### config.mk
export PLATFORM = sky130hd
export DESIGN_NAME = s_key_scheduler
export DESIGN_NICKNAME = d
export VERILOG_FILES = /design/src/rtl/rc4_pkg.sv /design/src/rtl/ksa_key_sel.sv /design/src/rtl/s_key_scheduler.sv
export SDC_FILE = /design/constraint.sdc
export NUM_CORES = 1
export LEC_CHECK = 0
export CAP_MARGIN = 20
export CORE_ASPECT_RATIO = 0.7
export CORE_UTILIZATION = 47
export CTS_CLUSTER_SIZE = 12
export DETAILED_ROUTE_END_ITERATION = 7
export GPL_TIMING_DRIVEN = 0
export PLACE_DENSITY = 0.79
export SLEW_MARGIN = 25
export SYNTH_ARGS = -nofsm -noshare
export SYNTH_HDL_FRONTEND = slang
export SYNTH_SLANG_ARGS = --single-unit
export TNS_END_PERCENT = 20
### constraint.sdc
create_clock -name clk -period 6.9 [get_ports clk]
set_clock_uncertainty 0.05 [all_clocks]
set_input_delay 1.38 -clock clk [delete_from_list [all_inputs] [get_ports clk]]
set_output_delay 1.38 -clock clk [all_outputs]
set_load 0.02 [all_outputs]
### src/rtl/rc4_pkg.sv
// rc4_pkg: shared definitions for the RC4 pipeline (key scheduler and decrypt
// stage). Holds the S-RAM geometry, the secret key length and the key
// scheduling FSM state encoding.
package rc4_pkg;

  localparam int DATA_WIDTH = 8;   // S-RAM word; mod-256 sums rely on natural wrap
  localparam int ADDR_WIDTH = 8;   // 256-entry S-RAM
  localparam int KEY_LEN    = 3;   // secret key length in bytes

  // Width of the mod-KEY_LEN key byte index.
  localparam int KIDX_W = (KEY_LEN > 1) ? $clog2(KEY_LEN) : 1;

  typedef enum logic [3:0] {
    IDLE,
    INIT,
    SI_ADDR,
    SI_WAIT,
    SI_CAP,
    SJ_ADDR,
    SJ_WAIT,
    SJ_CAP,
    WR_J,
    WR_I,
    DONE
  } ksa_state_t;

endpackage

### src/rtl/ksa_key_sel.sv
// ksa_key_sel: selects one byte of the latched secret key by a mod-KEY_LEN
// index. Byte 0 is the most significant byte of the key vector.
//
// Ports:
//   key      latched secret key, KEY_LEN bytes
//   idx      key byte index, 0 .. KEY_LEN-1
//   key_byte selected key byte
module ksa_key_sel
  import rc4_pkg::*;
#(
  parameter int KEY_BYTES = rc4_pkg::KEY_LEN
) (
  input  logic [KEY_BYTES*8-1:0] key,
  input  logic [KIDX_W-1:0]      idx,
  output logic [7:0]             key_byte
);

  // Plain mux over the key bytes; the index is a running counter so no
  // modulo hardware is needed.
  always_comb begin
    key_byte = '0;
    for (int b = 0; b < KEY_BYTES; b++) begin
      if (idx == KIDX_W'(b)) begin
        key_byte = key[(KEY_BYTES-1-b)*8 +: 8];
      end
    end
  end

endmodule

### src/rtl/s_key_scheduler.sv
// s_key_scheduler: RC4 key scheduling algorithm (KSA) driving an external
// scratchpad S-RAM. On start it latches the secret key, writes S[k]=k for all
// 256 entries, then performs 256 swap iterations of 8 cycles each. finish
// goes high once the S-RAM holds the shuffled array and stays high until
// reset.
//
// Ports:
//   clk        clock, all logic on posedge
//   rst        synchronous active-low reset
//   secret_key secret key, byte 0 in the top byte
//   start      begin init + shuffle (sampled in IDLE only)
//   finish     S-RAM holds the shuffled array
//   s_addr     S-RAM address
//   s_data     S-RAM write data
//   s_wren     S-RAM write enable
//   s_q        S-RAM read data, valid in the second cycle of an address
module s_key_scheduler
  import rc4_pkg::*;
#(
  parameter int DATA_WIDTH = rc4_pkg::DATA_WIDTH,
  parameter int ADDR_WIDTH = rc4_pkg::ADDR_WIDTH,
  parameter int KEY_LEN    = rc4_pkg::KEY_LEN
) (
  input  logic                  clk,
  input  logic                  rst,
  input  logic [KEY_LEN*8-1:0]  secret_key,
  input  logic                  start,
  output logic                  finish,
  output logic [ADDR_WIDTH-1:0] s_addr,
  output logic [DATA_WIDTH-1:0] s_data,
  output logic                  s_wren,
  input  logic [DATA_WIDTH-1:0] s_q
);

  ksa_state_t            state;
  logic [ADDR_WIDTH-1:0] i;
  logic [DATA_WIDTH-1:0] j;
  logic [DATA_WIDTH-1:0] si;
  logic [DATA_WIDTH-1:0] sj;
  logic [KEY_LEN*8-1:0]  key_q;
  logic [KIDX_W-1:0]     kidx;
  logic [7:0]            key_byte;
  logic [DATA_WIDTH-1:0] j_next;
  logic [KIDX_W-1:0]     kidx_next;

  ksa_key_sel #(
    .KEY_BYTES (KEY_LEN)
  ) u_key_sel (
    .key      (key_q),
    .idx      (kidx),
    .key_byte (key_byte)
  );

  // Sums truncate to the word width; this is the mod-256 of the algorithm.
  assign j_next    = j + s_q + key_byte;
  assign kidx_next = (kidx == KIDX_W'(KEY_LEN-1)) ? '0 : kidx + 1'b1;

  // Outputs are set on entry to the state that presents them, so every
  // port is a plain register. A write presented in a cycle lands at the
  // posedge that ends that cycle.
  always_ff @(posedge clk) begin
    if (!rst) begin
      state  <= IDLE;
      i      <= '0;
      j      <= '0;
      si     <= '0;
      sj     <= '0;
      key_q  <= '0;
      kidx   <= '0;
      finish <= 1'b0;
      s_wren <= 1'b0;
      s_addr <= '0;
      s_data <= '0;
    end else begin
      case (state)
        IDLE: begin
          if (start) begin
            key_q  <= secret_key;
            i      <= '0;
            j      <= '0;
            kidx   <= '0;
            s_addr <= '0;
            s_data <= '0;
            s_wren <= 1'b1;
            state  <= INIT;
          end
        end

        // One identity write per cycle; the write of address 255 is the
        // last INIT cycle, then i wraps to 0 for the shuffle.
        INIT: begin
          if (&i) begin
            i      <= '0;
            s_addr <= '0;
            s_wren <= 1'b0;
            state  <= SI_ADDR;
          end else begin
            i      <= i + 1'b1;
            s_addr <= i + 1'b1;
            s_data <= i + 1'b1;
          end
        end

        SI_ADDR: state <= SI_WAIT;
        SI_WAIT: state <= SI_CAP;

        SI_CAP: begin
          si     <= s_q;
          j      <= j_next;
          s_addr <= j_next;
          state  <= SJ_ADDR;
        end

        SJ_ADDR: state <= SJ_WAIT;
        SJ_WAIT: state <= SJ_CAP;

        SJ_CAP: begin
          sj     <= s_q;
          s_addr <= j;
          s_data <= si;
          s_wren <= 1'b1;
          state  <= WR_J;
        end

        // When i == j both writes hit one address with the value read
        // from it, so S is left unchanged.
        WR_J: begin
          s_addr <= i;
          s_data <= sj;
          state  <= WR_I;
        end

        WR_I: begin
          s_wren <= 1'b0;
          if (&i) begin
            finish <= 1'b1;
            state  <= DONE;
          end else begin
            i      <= i + 1'b1;
            kidx   <= kidx_next;
            s_addr <= i + 1'b1;
            state  <= SI_ADDR;
          end
        end

        // Terminal until reset; start is ignored here.
        DONE: ;

        default: state <= IDLE;
      endcase
    end
  end

endmodule

; ---- Word-level counts from Yosys, hierarchy flattened
; Cells that the tools add are included.
; Widths: inputs -> output; s select.
[totals]
regBits = 80
latchBits = 0
ramBits = 0
rom_bits = 0
in_bits = 35
output_inout_bits = 18
word_cells = 71
n_memories = 0
[classes]
add_sub_neg = 4
n_mul = 0
div_mod_pow = 0
n_lt_le_gt_ge = 0
n_eq_ne = 16
n_shift = 0
n_mux = 21
n_bitwise = 1
n_reduce_logical = 18
[ops]
columns = operator, n
row1 = $mux 8, 6
row2 = $pmux 8 s6, 1
row3 = $pmux 4 s11, 1
row4 = $pmux 8 s4, 1
row5 = $pmux 8 s3, 1
row6 = $reduce_and 3->1, 6
row7 = $add 8x8->8, 2
row8 = $eq 4x3->1 const B, 4
row9 = $pmux 8 s2, 1
row10 = $eq 4x4->1 const B, 3
row11 = $mux 4, 3
row12 = $reduce_and 9->1, 1
row13 = $add 8x1->8 const B, 1
row14 = $eq 4x2->1 const B, 2
row15 = $ne 2x2->1 const B, 4
row16 = $reduce_and 8->1, 1
row17 = $reduce_bool 4->1, 2
row18 = $mux 2, 3
row19 = $reduce_bool 6->1, 1
row20 = $eq 4x1->1 const B, 1
row21 = $logic_not 4->1, 1
row22 = $pmux 1 s4, 1
row23 = $pmux 2 s2, 1
row24 = $reduce_and 2->1, 2
row25 = 8 further kinds, 10

; ---- Depth between registers and ports, before layout
[logic_depth]
word_depth = 6
mapped_depth = 13
depth_no_buf = 12

; ---- Hierarchy
; From an unflattened synthesis, not the netlist that was laid out.
[unflattened]
cells_unflattened = 486
area_unflattened_um2 = 4100.2
[by_module_without_submodules]
columns = mod, instances, cells_each, area_each_um2, seq_area_each_um2
row1 = s_key_scheduler, 1, 466, 3902.5, 1601.5
row2 = ksa_key_sel, 1, 20, 197.7, 0.0

; ---- Worst setup path before layout
; Ideal clock, no wire load.
[synth_timing]
path_kind = input to register
startpoint = input port s_q[1]
endpoint = register s_addr[7]
setup_ns = 0.091
arrival_time_ns = 3.729
required_ns = 6.759
slack_ns = 3.030
path_stages = 10
path_buffers = 0
cell_sequence = inv_1 > fa_1 > inv_1 > ha_1 > fa_1 > a21o_1 > a2111oi_0 > o31a_1 > mux2i_1 > a311oi_1
[synth_between]
elab_chain_cells = 3
[synth_rtl]
columns = element, line
row1 = from (decl), s_key_scheduler.sv:32  ; input logic [DATA_WIDTH-1:0] s_q
row2 = $add 8x8->8 (2 in series), s_key_scheduler.sv:55  ; assign j_next = j + s_q + key_byte;
row3 = $pmux 8 s6, s_key_scheduler.sv:75  ; case (state)
row4 = to (signal assigned), s_key_scheduler.sv:99  ; s_addr <= i + 1'b1;
row5 = to (signal assigned), s_key_scheduler.sv:110  ; s_addr <= j_next;
row6 = to (signal assigned), s_key_scheduler.sv:119  ; s_addr <= j;
row7 = to (decl), s_key_scheduler.sv:29  ; output logic [ADDR_WIDTH-1:0] s_addr,
; No other way between the ends.
; A chain may end at the register's enable or synchronous reset.

; ---- Final worst setup path
; Same ends and word-level chain as after synthesis.

==> impl_metrics.json <==
{
  "slowest_delay_ps": 580,
  "grt_setup_unrepaired": "no",
  "syn_area_sq_um": 4140,
  "path_buf_inv": 3,
  "vias": 3957,
  "yosysWarnings": 0,
  "drt-initial-drc-count": 428,
  "tritoncts": "yes",
  "power_mw": 1.22,
  "cts_sinks": 80,
  "ys_types": 68,
  "via_per_inst": 5.88,
  "max-vdd-ir-drop_uv": 155,
  "period_share_pct": 63.0,
  "mostFrequentLayoutCells": "nand2_1, dfxtp_1, a21oi_1, clkdlybuf4s50_1, nor2_1",
  "postCtsSetupBuffers": 0,
  "status": "finished clean",
  "clkTransAtPathRegs_ps": 60,
  "dr.pass1.iters": 7,
  "maxSlewViolCount": 0,
  "chipHeight_microns": 80.5,
  "numCtsBuffers": 9,
  "timing.slew.headroom_pct": 52.2,
  "drive_gt1_share_pct": 7.59,
  "crit_chain": "clkdlybuf4s50_1 > inv_1 > fa_1 > inv_1 > ha_1 > fa_1 > a21o_1 > a2111oi_0 > o31a_1 > mux2i_1 > a311oi_1",
  "dp_hpwl_microns": 8630,
  "ys_seq_area_share_pct": 38.7,
  "crit_path_start_kind": "primary input",
  "fmax_mhz": 230,
  "grt_pass1_wl_microns": 18800,
  "wirelength_microns": 11700,
  "grt_overflow": 0,
  "cts_root_buf": "clkbuf_16",
  "preCtsSetupSlack_ps": 2270,
  "h-tree-depth": 3,
  "diodes": 0,
  "grt_max_degree": 14,
  "critical-path-top-delay-family": "compound AO/OA/AOI/OAI gates",
  "fp.dieW_microns": 114,
  "initial_core_util_pct": 48.8,
  "setup-tns-final_ps": 0,
  "p_leak_nw": 1.83,
  "fillerInstances": 764,
  "numPortBuffers": 51,
  "coreArea_sq_um": 8480,
  "fin_ws_ps": 2550,
  "ys_async_sr_fraction_pct": 0,
  "area_growth_syn_to_layout_pct": 23.2,
  "maxCapViolCount": 0,
  "ios": 53,
  "fp.dieArea_sq_um": 9180,
  "synth_edf_count": 0,
  "ant_nets": 0,
  "ctsResizeCount": 0,
  "rows": 28,
  "tightest_slew_ps": 706,
  "gp_congestion": 0.953,
  "insertion_delay_ps": 350,
  "grt_pass1_vias": 3760,
  "syn_avg_cell_area_sq_um": 8.51,
  "antenna_found_initial": 0,
  "slowest_stage": "a2111oi_0",
  "ff2ff_setup_slack_ps": 2950,
  "track_usage_pct": 27.1,
  "crit_arrival_ps": 4560,
  "critical_path_class": "primary input to register",
  "worstHoldPathType": "register to register",
  "postSynthCellCount": 486,
  "synth-seq-cells": 80,
  "period_minus_slack_ps": 4350,
  "cts_max_path_buffers": 2,
  "path_max_fanout": 3,
  "hold_viol_final": 0,
  "drc": 0,
  "cts-hold-fix-buffers": 0,
  "power.density_nw_per_um2": 240,
  "crit_path_end_kind": "register",
  "crit_required_ps": 7110,
  "final_common_cell": "nand2_1",
  "wl_per_cell_microns": 17.4,
  "synth_fp_nets": 536,
  "setup_violations": 0,
  "nets": 598,
  "synth_ff_type": "dfxtp_1"
}
-- cells in the mapped netlist (4+ instances only) --
library cell  count  area (sq um)
nand2_1          99           372
dfxtp_1          80          1600
a21oi_1          58           290
nor2_1           29           109
clkbuf_1         19          71.3
mux2i_1          16           160
inv_1            14          52.6
o21ai_0          13          65.1
a22oi_1          11          82.6
buf_2             9          45.0
fa_1              8           160
xnor2_1           8          70.1
ha_1              7          87.6
nor3_1            7          35.0
o2bb2ai_1         7          61.3
a222oi_1          6          60.1
o21a_1            6          45.0
xor2_1            5          43.8
a21boi_0          4          30.0
a221oi_1          4          35.0
a31oi_1           4          25.0
and2_1            4          25.0
nand3_1           4          20.0
-- kinds of logic (layout without fill, tap and decap cells) --
group	after synthesis	after routing	synth area share (%)
muxes	16	16	3.87
AOI/OAI and AO/OA	142	142	23.4
and+or+nand+nor	173	173	20.4
xor gates and xnor gates	13	13	2.75
DFF	80	80	38.7
buffers and inverters	47	114	4.81
adders and majority gates	15	15	5.99
-- power breakdown --
group          leakage (nW)  internal [mW]  total, mW  switching (mW)
Combinational          1.04         0.0953      0.233           0.138
Sequential            0.649          0.486      0.502          0.0160
Clock                 0.143          0.291      0.487           0.195
-- per-stage QoR --
stage          utilization, %  cell area, sq um  cells  hold WS [ps]
2_1_floorplan               -              4140    486           386
3_3_place_gp             56.6              4800    657           393
3_5_place_dp             56.6              4800    657           397
4_1_cts                  60.1              5090    673           406
5_1_grt                  60.1              5090    673           425
6_report                 60.1              5090    673           403
-- layout make-up --
class / instances / area, sq um / area share, %
Buffer: 32 / 143 / 2.80
Sequential cell: 80 / 1600 / 31.4
Inverter: 15 / 56.3 / 1.11
Tap cell: 120 / 150 / 2.95
Clock buffer: 12 / 246 / 4.84
Multi-Input combinational cell: 359 / 2330 / 45.8
Clock inverter: 4 / 51.3 / 1.01
Timing Repair Buffer: 51 / 510 / 10.0
-- worst paths after layout --
check	start	end	cells past startpoint
worst max-delay path	s_q[1]	s_addr[7]$_SDFFE_PN0P_	11
worst min-delay path	key_q[18]$_SDFFE_PN0P_	key_q[18]$_SDFFE_PN0P_	2
worst max register to register	kidx[0]$_SDFFE_PN0P_	s_addr[7]$_SDFFE_PN0P_	13
worst min register to register	key_q[18]$_SDFFE_PN0P_	key_q[18]$_SDFFE_PN0P_	2
-- state kept, by name (all words and copies together), names as in the netlist --
signal  flops
j           8
finish      1
kidx        2
sj          8
key_q      24
s_addr      8
s_wren      1
state       4
si          8
i           8
s_data      8
-- per-layer routing --
| metal | up-vias | GRT usage [%] | part of all wire (%) |
|---|---|---|---|
| li1 | 1847 | - | - |
| met1 | 1911 | 36.8 | 46 |
| met2 | 178 | 42.7 | 44 |
| met3 | 21 | 6.34 | 8.4 |
| met4 | 0 | 8.05 | 1.6 |
| met5 | - | 0 | 0 |
-- tightest hold or removal path, cell delays in order (launching register included) --
cell and delay [ps]:
dfxtp_1 310, nand2_1 50, a21oi_1 50
(Power assumes the default switching activity.)
